==> config.mk <==
export PLATFORM = sky130hd
export DESIGN_NAME = product_accumulator
export DESIGN_NICKNAME = d
export VERILOG_FILES = /design/src/rtl/product_accumulator.sv
export SDC_FILE = /design/constraint.sdc
export NUM_CORES = 1
export LEC_CHECK = 0
export ABC_CLOCK_PERIOD_IN_PS = 2000
export BUFFER_PORTS_ARGS = -buffer_cell sky130_fd_sc_hd__buf_4
export CAP_MARGIN = 20
export CORE_MARGIN = 1.5
export CORE_UTILIZATION = 40
export CTS_CLUSTER_SIZE = 12
export DETAILED_ROUTE_END_ITERATION = 16
export GPL_TIMING_DRIVEN = 0
export PLACE_DENSITY_LB_ADDON = 0.12
export SLEW_MARGIN = 20
export SYNTH_ARGS = -nofsm -noshare
export SYNTH_HDL_FRONTEND = slang
export SYNTH_SLANG_ARGS = --single-unit
==> constraint.sdc <==
create_clock -name clk_i -period 2 [get_ports clk_i]
set_clock_uncertainty 0.15 [all_clocks]
set_input_delay 0.3 -clock clk_i [delete_from_list [all_inputs] [get_ports clk_i]]
set_output_delay 0.3 -clock clk_i [all_outputs]
set_load 0.02 [all_outputs]
==> src/rtl/product_accumulator.sv <==
// product_accumulator
//
// Sums a frame of N unsigned products, which normally come straight from the
// 4-bit multiplier. The frame total is then offered downstream with a
// valid/ready handshake. This is the accumulate half of a small MAC datapath.
//
// Ports
//   clk_i          rising-edge clock
//   rst_i          synchronous, active-high reset; drops any partial frame
//                  and any held result
//   clr_i          synchronous frame abort; discards the partial sum. It is
//                  ignored while a result is held.
//   in_valid_i     in_product_i carries a product this cycle
//   in_ready_o     a product is accepted this cycle; combinational (state & ~clr_i)
//   in_product_i   unsigned product, zero-extended to AW
//   out_valid_o    out_sum_o / out_ovf_o hold a completed frame
//   out_ready_i    downstream takes the held result this cycle
//   out_sum_o      frame total modulo 2^AW; registered
//   out_ovf_o      frame total exceeded 2^AW-1 at some point in the frame; registered
//
// Parameters
//   PW  product width
//   N   products per frame, 1..255
//   AW  accumulator/result width, AW >= PW

module product_accumulator #(
    parameter int unsigned PW = 8,
    parameter int unsigned N  = 4,
    parameter int unsigned AW = 10
) (
    input  logic          clk_i,
    input  logic          rst_i,
    input  logic          clr_i,
    input  logic          in_valid_i,
    output logic          in_ready_o,
    input  logic [PW-1:0] in_product_i,
    output logic          out_valid_o,
    input  logic          out_ready_i,
    output logic [AW-1:0] out_sum_o,
    output logic          out_ovf_o
);

    // Frame counter only has to reach N-1. For N=1 it stays at 0.
    localparam int unsigned  CW      = (N > 1) ? $clog2(N) : 1;
    localparam logic [CW-1:0] LastCnt = CW'(N - 1);

    // Reject illegal parameterisations at elaboration time.
    if (AW < PW) begin : gen_bad_aw
        $error("product_accumulator: AW must be >= PW");
    end
    if (N < 1 || N > 255) begin : gen_bad_n
        $error("product_accumulator: N must be in 1..255");
    end

    typedef enum logic [0:0] {
        StAcc,
        StHold
    } state_e;

    state_e        state_q, state_d;
    logic [AW-1:0] acc_q, acc_d;
    logic [CW-1:0] cnt_q, cnt_d;
    logic          ovf_q, ovf_d;
    logic [AW-1:0] sum_q, sum_d;
    logic          out_ovf_q, out_ovf_d;

    logic          accept;
    logic          last;
    logic [AW:0]   add_full;

    // Datapath
    // Bit AW of the widened add is the carry that marks a frame overflow.
    assign add_full = {1'b0, acc_q} + (AW + 1)'(in_product_i);
    assign last     = (cnt_q == LastCnt);

    // Handshake
    // A clr_i in the accumulate state also blocks the product offered
    // in the same cycle.
    assign in_ready_o = (state_q == StAcc) && !clr_i;
    assign accept     = in_valid_i && in_ready_o;

    // Next-state logic
    always_comb begin
        state_d   = state_q;
        acc_d     = acc_q;
        cnt_d     = cnt_q;
        ovf_d     = ovf_q;
        sum_d     = sum_q;
        out_ovf_d = out_ovf_q;

        unique case (state_q)
            StAcc: begin
                if (clr_i) begin
                    acc_d = '0;
                    cnt_d = '0;
                    ovf_d = 1'b0;
                end else if (accept) begin
                    if (last) begin
                        // Final product: publish the total and restart the
                        // accumulator in the same edge.
                        sum_d     = add_full[AW-1:0];
                        out_ovf_d = ovf_q | add_full[AW];
                        acc_d     = '0;
                        cnt_d     = '0;
                        ovf_d     = 1'b0;
                        state_d   = StHold;
                    end else begin
                        acc_d = add_full[AW-1:0];
                        ovf_d = ovf_q | add_full[AW];
                        cnt_d = cnt_q + CW'(1);
                    end
                end
            end
            StHold: begin
                // The result stays until it is taken. In the handoff cycle
                // in_ready_o is still low, so no product is accepted.
                if (out_ready_i) begin
                    state_d = StAcc;
                end
            end
            default: begin
                state_d = StAcc;
            end
        endcase
    end

    // State registers
    always_ff @(posedge clk_i) begin
        if (rst_i) begin
            state_q   <= StAcc;
            acc_q     <= '0;
            cnt_q     <= '0;
            ovf_q     <= 1'b0;
            sum_q     <= '0;
            out_ovf_q <= 1'b0;
        end else begin
            state_q   <= state_d;
            acc_q     <= acc_d;
            cnt_q     <= cnt_d;
            ovf_q     <= ovf_d;
            sum_q     <= sum_d;
            out_ovf_q <= out_ovf_d;
        end
    end

    // Outputs
    // out_valid_o comes directly from the state register, so it is registered too.
    assign out_valid_o = (state_q == StHold);
    assign out_sum_o   = sum_q;
    assign out_ovf_o   = out_ovf_q;

endmodule
==> qor.txt, run 1 <==
# IOs -> 26
drt wl/cell -> 14.3 um
Slew headroom -> 66.1%
status -> completed
Worst R2R Setup Slack -> 40 ps
# rows -> 21
commonest non-fill, non-tap cells in the layout -> buf_4, dfxtp_1, a21oi_1, nand2_1, nor2_1
grt met2 use -> 31.0%
Chip Width -> 62.7 um
Remaining Overflow, GRT -> 0
worst setup margin -> 42.0 ps
Switching Fraction -> 28.0%
asr flop ratio synth -> 0%
Hold WC Path Type -> input pin to register
Routed Antenna Nets -> 0
overall power -> 911 uW
Critical Path AT -> 2080 ps
Worst Setup Start Kind -> register
RD Place Congestion -> 0.772
gr busiest metal -> met2
Comb pwr share -> 18.2%
Final Hold Vio Count -> 0
core area -> 3390 um2
synthesized instance count -> 162
worst vdd ir -> 0.000246 V
CTS sink cnt -> 25
Post-DP HPWL -> 2520 um
share of layout cells above drive strength 1 -> 23.7%
initial antenna violation count -> 0
Root Driver -> clkbuf_4
die height -> 62.7 um
fmax -> 511 MHz
Clock Latency Late Sink -> 310 ps
Post-Place Worst Slack -> -186 ps
worst-path cell chain -> ha_4 -> fa_2 -> nand3_4 -> a211oi_4 -> or4_4 -> nand3_1
Setup crit start -> acc_q[0]$_SDFFE_PP0P_
Inserted Diodes -> 0
max-cap viol count -> 0
FF-to-FF path depth -> 6
All-Layer GR Usage -> 17.8%
Critical-path top delay cell -> or4_4
routed via count -> 1324
time the worst path needs with I/O delays and setup -> 1960 ps
Mapped Area -> 1430 um2
vias in the first global route -> 1261
port buffer count -> 25
CTS buffer count -> 3
CP bufs+invs -> 0
Pint -> 657 uW
Setup Viol. Count Final -> 0
EDFF count, synth -> 0
CTS Buffer Depth -> 2
sequential area share after synthesis -> 35.1%
met1 Usage GRT -> 23.5%
clock network power share -> 25.5%
Yosys warning count -> 0
sw power -> 255 uW
Crit Reg-Reg Endpoint -> out_sum_o[8]$_SDFFE_PP0P_
met3 Track Usage GR -> 2.16%
area delta synth->final -> 23.2%
Static Leak -> 0.668 nW
Worst Path Required -> 2120 ps
routed vias/inst -> 5.61
CP Max Fanout -> 5
Hold Crit Depth -> 3
Die ar. -> 3930 um2
PD cells -> 519 nW/um2
Synth cell types -> 44
reg2reg start -> acc_q[0]$_SDFFE_PP0P_
DRT Pass-1 Iters -> 4
Filler Cell Count -> 327
syn avg cell area -> 8.80 um2
most common cell after layout, fill and taps aside -> buf_4
Slew Viols, Final -> 0
nets@finish -> 214
wirelength, routed -> 3370 um
Synth Register Bits -> 25
cell family with most CP delay -> simple AND/OR/NAND/NOR gates
H-tree lvl count -> 1
worst-margin pin slew -> 506 ps
Hold Startpoint -> out_ready_i
multi-input logic area -> 923 um2
Setup crit end kind -> register
first-pass GRT wire length -> 5690 um
Clock Pin Slew Worst Setup and Hold Paths -> 140 ps
sequential power share -> 56.3%
1st-iter DRT viols -> 68
DRC Markers -> 0
Hold Buf Count CTS -> 0
Hold EP -> out_valid_o$_SDFF_PP0_
fin crit share -> 97.9%
Starting Density -> 42.1%
category of the most critical setup path -> register to register
slowest cell delay on critical path -> 520 ps
largest net degree at the start of global routing -> 16
Sequential cell area -> 503 um2
CTS tree -> built
Primary FF master, synth -> dfxtp_1
synthesized net count -> 185
layout make-up:
type	count	area share, %
Sequential cell	25	28.6
Clock buffer	3	1.28
Multi-Input combinational cell	128	52.6
Timing Repair Buffer	25	10.7
Buffer	8	3.13
Tap cell	46	3.28
Clock inverter	1	0.427
sequential cells by signal (all words and copies together), names as in the netlist:
| signal | flops |
|---|---|
| acc_q | 10 |
| out_sum_o | 10 |
| cnt_q | 2 |
| out_ovf_o | 1 |
| out_valid_o | 1 |
| ovf_q | 1 |
metrics by stage:
stage	instance area, um2	hold slack, ps	setup TNS [ps]	util, %	cells
floorplan	1430	289	0	-	162
global placement	1670	295	-411	49.3	233
detailed placement	1670	303	-560	49.3	233
CTS	1720	75.8	0	50.7	237
global route	1760	72.0	-2.39	51.8	236
finish	1760	83.4	0	51.8	236
power groups by stage:
stage | Clock, mW | Sequential, mW | Combinational (mW)
finish | 0.233 | 0.513 | 0.166
global route | 0.267 | 0.515 | 0.183
CTS | 0.249 | 0.512 | 0.158
detailed placement | 0 | 0.523 | 0.153
global placement | 0 | 0.523 | 0.149
floorplan | 0 | 0.522 | 0.102
worst reg2reg max path: stages, from the launching register on:
cell and delay (ps):
dfxtp_2 360, ha_4 170, fa_2 420, nand3_4 120, a211oi_4 80, or4_4 520
nand3_1 90
what timing repair did:
action                                  4_1_cts  5_1_grt
gates cloned                                  0        0
pin swaps                                     0        2
endpoints found under the setup margin        4        5
buffers inserted                              0        0
gates resized for setup                       3       11
how the worst max path moves through the flow:
stage / endpoint / cells past startpoint
3_3_place_gp: out_sum_o[8]$_SDFFE_PP0P_ / 7
5_1_grt: acc_q[8]$_SDFFE_PP0P_ / 6
2_1_floorplan: out_sum_o[8]$_SDFFE_PP0P_ / 6
6_report: out_sum_o[8]$_SDFFE_PP0P_ / 6
4_1_cts: out_sum_o[8]$_SDFFE_PP0P_ / 6
3_5_place_dp: out_ovf_o$_SDFFE_PP0P_ / 7
synth_stat cells, types with 2 or more instances:
library cell | n | area [um2]
a211oi_1 | 3 | 22.5
a21o_1 | 2 | 15.0
a21oi_1 | 13 | 65.1
a22oi_1 | 3 | 22.5
buf_4 | 2 | 15.0
clkbuf_1 | 5 | 18.8
dfxtp_1 | 25 | 500
ha_1 | 9 | 113
nand2_1 | 13 | 48.8
nand2b_1 | 7 | 43.8
nand3b_1 | 10 | 75.1
nor2_1 | 12 | 45.0
nor3_1 | 3 | 15.0
o2111ai_1 | 2 | 17.5
o211ai_1 | 6 | 45.0
o21a_1 | 3 | 22.5
o21ai_0 | 4 | 20.0
o21ai_1 | 4 | 20.0
o311ai_1 | 5 | 43.8
o31ai_1 | 2 | 15.0
or2_2 | 2 | 12.5
or3_1 | 3 | 18.8
xor2_1 | 3 | 26.3
kinds of logic after synthesis:
family | synth area share, %
adders and majority gates | 9.30
buffers and inverters | 3.68
xor gates and xnor gates | 1.84
AOI/OAI and AO/OA | 25.4
and+or+nand+nor | 24.6
DFF | 35.1
layer usage:
layer | part of all wire [%] | vias to the layer above
met5 | 0 | -
met4 | 0.59 | 0
met3 | 2.6 | 2
met2 | 49 | 21
met1 | 48 | 640
li1 | - | 661
Note: power is estimated with default switching activity, not from simulation.
==> inputs of run 2 (changes only) <==
HOLD_SLACK_MARGIN = 0.12   (was unset)
==> qor.txt, run 2 (same netlist as run 1, synthesis figures left out) <==
Non-Filler Instances -> 237 (+0.42%)
fin util -> 52.1% (+0.30 points)
Clock Latency Late Sink -> 320 ps (about the same)
most common cell after layout, fill and taps aside -> buf_4
Final Hold Vio Count -> 0 (unchanged)
slowest cell delay on critical path -> 520 ps (about the same)
Remaining Overflow, GRT -> 0 (unchanged)
commonest non-fill, non-tap cells in the layout -> buf_4, dfxtp_1, a21oi_1, nand2_1, nor2_1
Hold WC Path Type -> input pin to register
Cells after DPL -> 233 (unchanged)
largest net degree at the start of global routing -> 16 (unchanged)
CTS tree -> built
setup TNS -> 0 ps (unchanged)
Critical-path top delay cell -> or4_4
CP Max Fanout -> 5 (unchanged)
DRT Pass-1 Iters -> 4 (unchanged)
Post CTS Setup Buffer Count -> 0 (unchanged)
Post-DP HPWL -> 2520 um (unchanged)
worst setup margin -> 40.6 ps (-1.33 ps)
All-Layer GR Usage -> 17.9% (+0.076 points)
vias in the first global route -> 1273 (+0.95%)
CTS sink cnt -> 25 (unchanged)
Area after DPL -> 1670 um2 (unchanged)
port buffer count -> 25 (unchanged)
Clock Pin Slew Worst Setup and Hold Paths -> 140 ps (about the same)
# rows -> 21 (unchanged)
Worst Path Required -> 2120 ps (about the same)
CTS Buffer Depth -> 2 (unchanged)
status -> completed
time the worst path needs with I/O delays and setup -> 1960 ps (+1.33 ps)
share of layout cells above drive strength 1 -> 23.6% (-0.12 points)
Die ar. -> 3930 um2 (unchanged)
Inserted Diodes -> 0 (unchanged)
1st-iter DRT viols -> 62 (-8.8%)
worst hold slack -> 132 ps (+48.7 ps)
area delta synth->final -> 23.9%
Starting Density -> 42.1% (unchanged)
RD Place Congestion -> 0.772 (unchanged)
Design Area, Final -> 1770 um2 (+0.57%)
Post-Place Worst Slack -> -186 ps (unchanged)
# IOs -> 26 (unchanged)
fin crit share -> 98.0% (about the same)
die height -> 62.7 um (unchanged)
Setup crit end kind -> register
worst vdd ir -> 0.000253 V (+2.7%)
Critical Path AT -> 2080 ps (about the same)
drt wl/cell -> 14.3 um (-0.22%)
Root Driver -> clkbuf_4
core area -> 3390 um2 (unchanged)
worst-margin pin slew -> 495 ps (-10.9 ps)
Slew headroom -> 66.9% (+0.73 points)
wirelength, routed -> 3380 um (+0.21%)
overall power -> 915 uW (+0.43%)
Routed Antenna Nets -> 0 (unchanged)
Setup Viol. Count Final -> 0 (unchanged)
max-cap viol count -> 0 (unchanged)
category of the most critical setup path -> register to register
worst-path cell chain -> ha_4 -> fa_2 -> nand3_4 -> a211oi_4 -> or4_4 -> nand3_1
routed via count -> 1335 (+0.83%)
nets@finish -> 215 (+0.47%)
CTS buffer count -> 3 (unchanged)
routed vias/inst -> 5.63 (+0.41%)
first-pass GRT wire length -> 5710 um (+0.49%)
Chip Width -> 62.7 um (unchanged)
Slew Viols, Final -> 0 (unchanged)
Worst Setup Start Kind -> register
DRC Markers -> 0 (unchanged)
fmax -> 510 MHz (about the same)
initial antenna violation count -> 0 (unchanged)
PD cells -> 518 nW/um2 (-0.14%)
Static Leak -> 0.672 nW (+0.63%)
H-tree lvl count -> 1 (unchanged)
## run 2: worst paths after layout
check                            startpoint  depth (start not counted)  slack (ps)                   endpoint
hold / removal                   in_valid_i                          3         130      cnt_q[1]$_SDFFE_PP0P_
setup reg to reg      acc_q[0]$_SDFFE_PP0P_                          6          40  out_sum_o[8]$_SDFFE_PP0P_
setup / recovery      acc_q[0]$_SDFFE_PP0P_                          6          40  out_sum_o[8]$_SDFFE_PP0P_
hold reg to reg   out_sum_o[2]$_SDFFE_PP0P_                          2         320  out_sum_o[2]$_SDFFE_PP0P_
## run 2: layer usage
layer | global-route usage (%) | routed length (um) | up-vias
li1 | - | - | 662
met1 | 23.5 | 1620 | 646
met2 | 31.3 | 1630 | 25
met3 | 2.16 | 111 | 2
met4 | 4.17 | 20 | 0
met5 | 0 | 0 | -
## run 2: power breakdown
group          switching (mW)  internal [mW]  total (mW)
combinational          0.0931         0.0742       0.167
clock                   0.159         0.0763       0.235
sequential            0.00559          0.507       0.513
total                   0.257          0.658       0.915
## run 2: final cells by class
cell class	instances	area (um2)
plain buffers	8	55.1
clock buffers	3	22.5
clock inverters	1	7.51
fillers	323	1620
multi-input cells	128	923
flip-flops and latches	25	503
well taps	46	57.6
repair buffers	26	198
## run 2: worst max-delay path, delay by kind of cell, from the launching register on
kind / cells / cell delay, ps
AO/OA/AOI/OAI: 1 / 80
adder cells (fa/ha/maj): 2 / 590
flip-flops: 1 / 370
AND/OR/NAND/NOR: 3 / 730
## run 2: what timing repair did
action	in CTS	in global routing
setup endpoints to repair	4	5
pin swaps	0	2
resized for setup	3	11
endpoints found under the hold margin	1	0
cloned	0	0
hold buffers	1	0
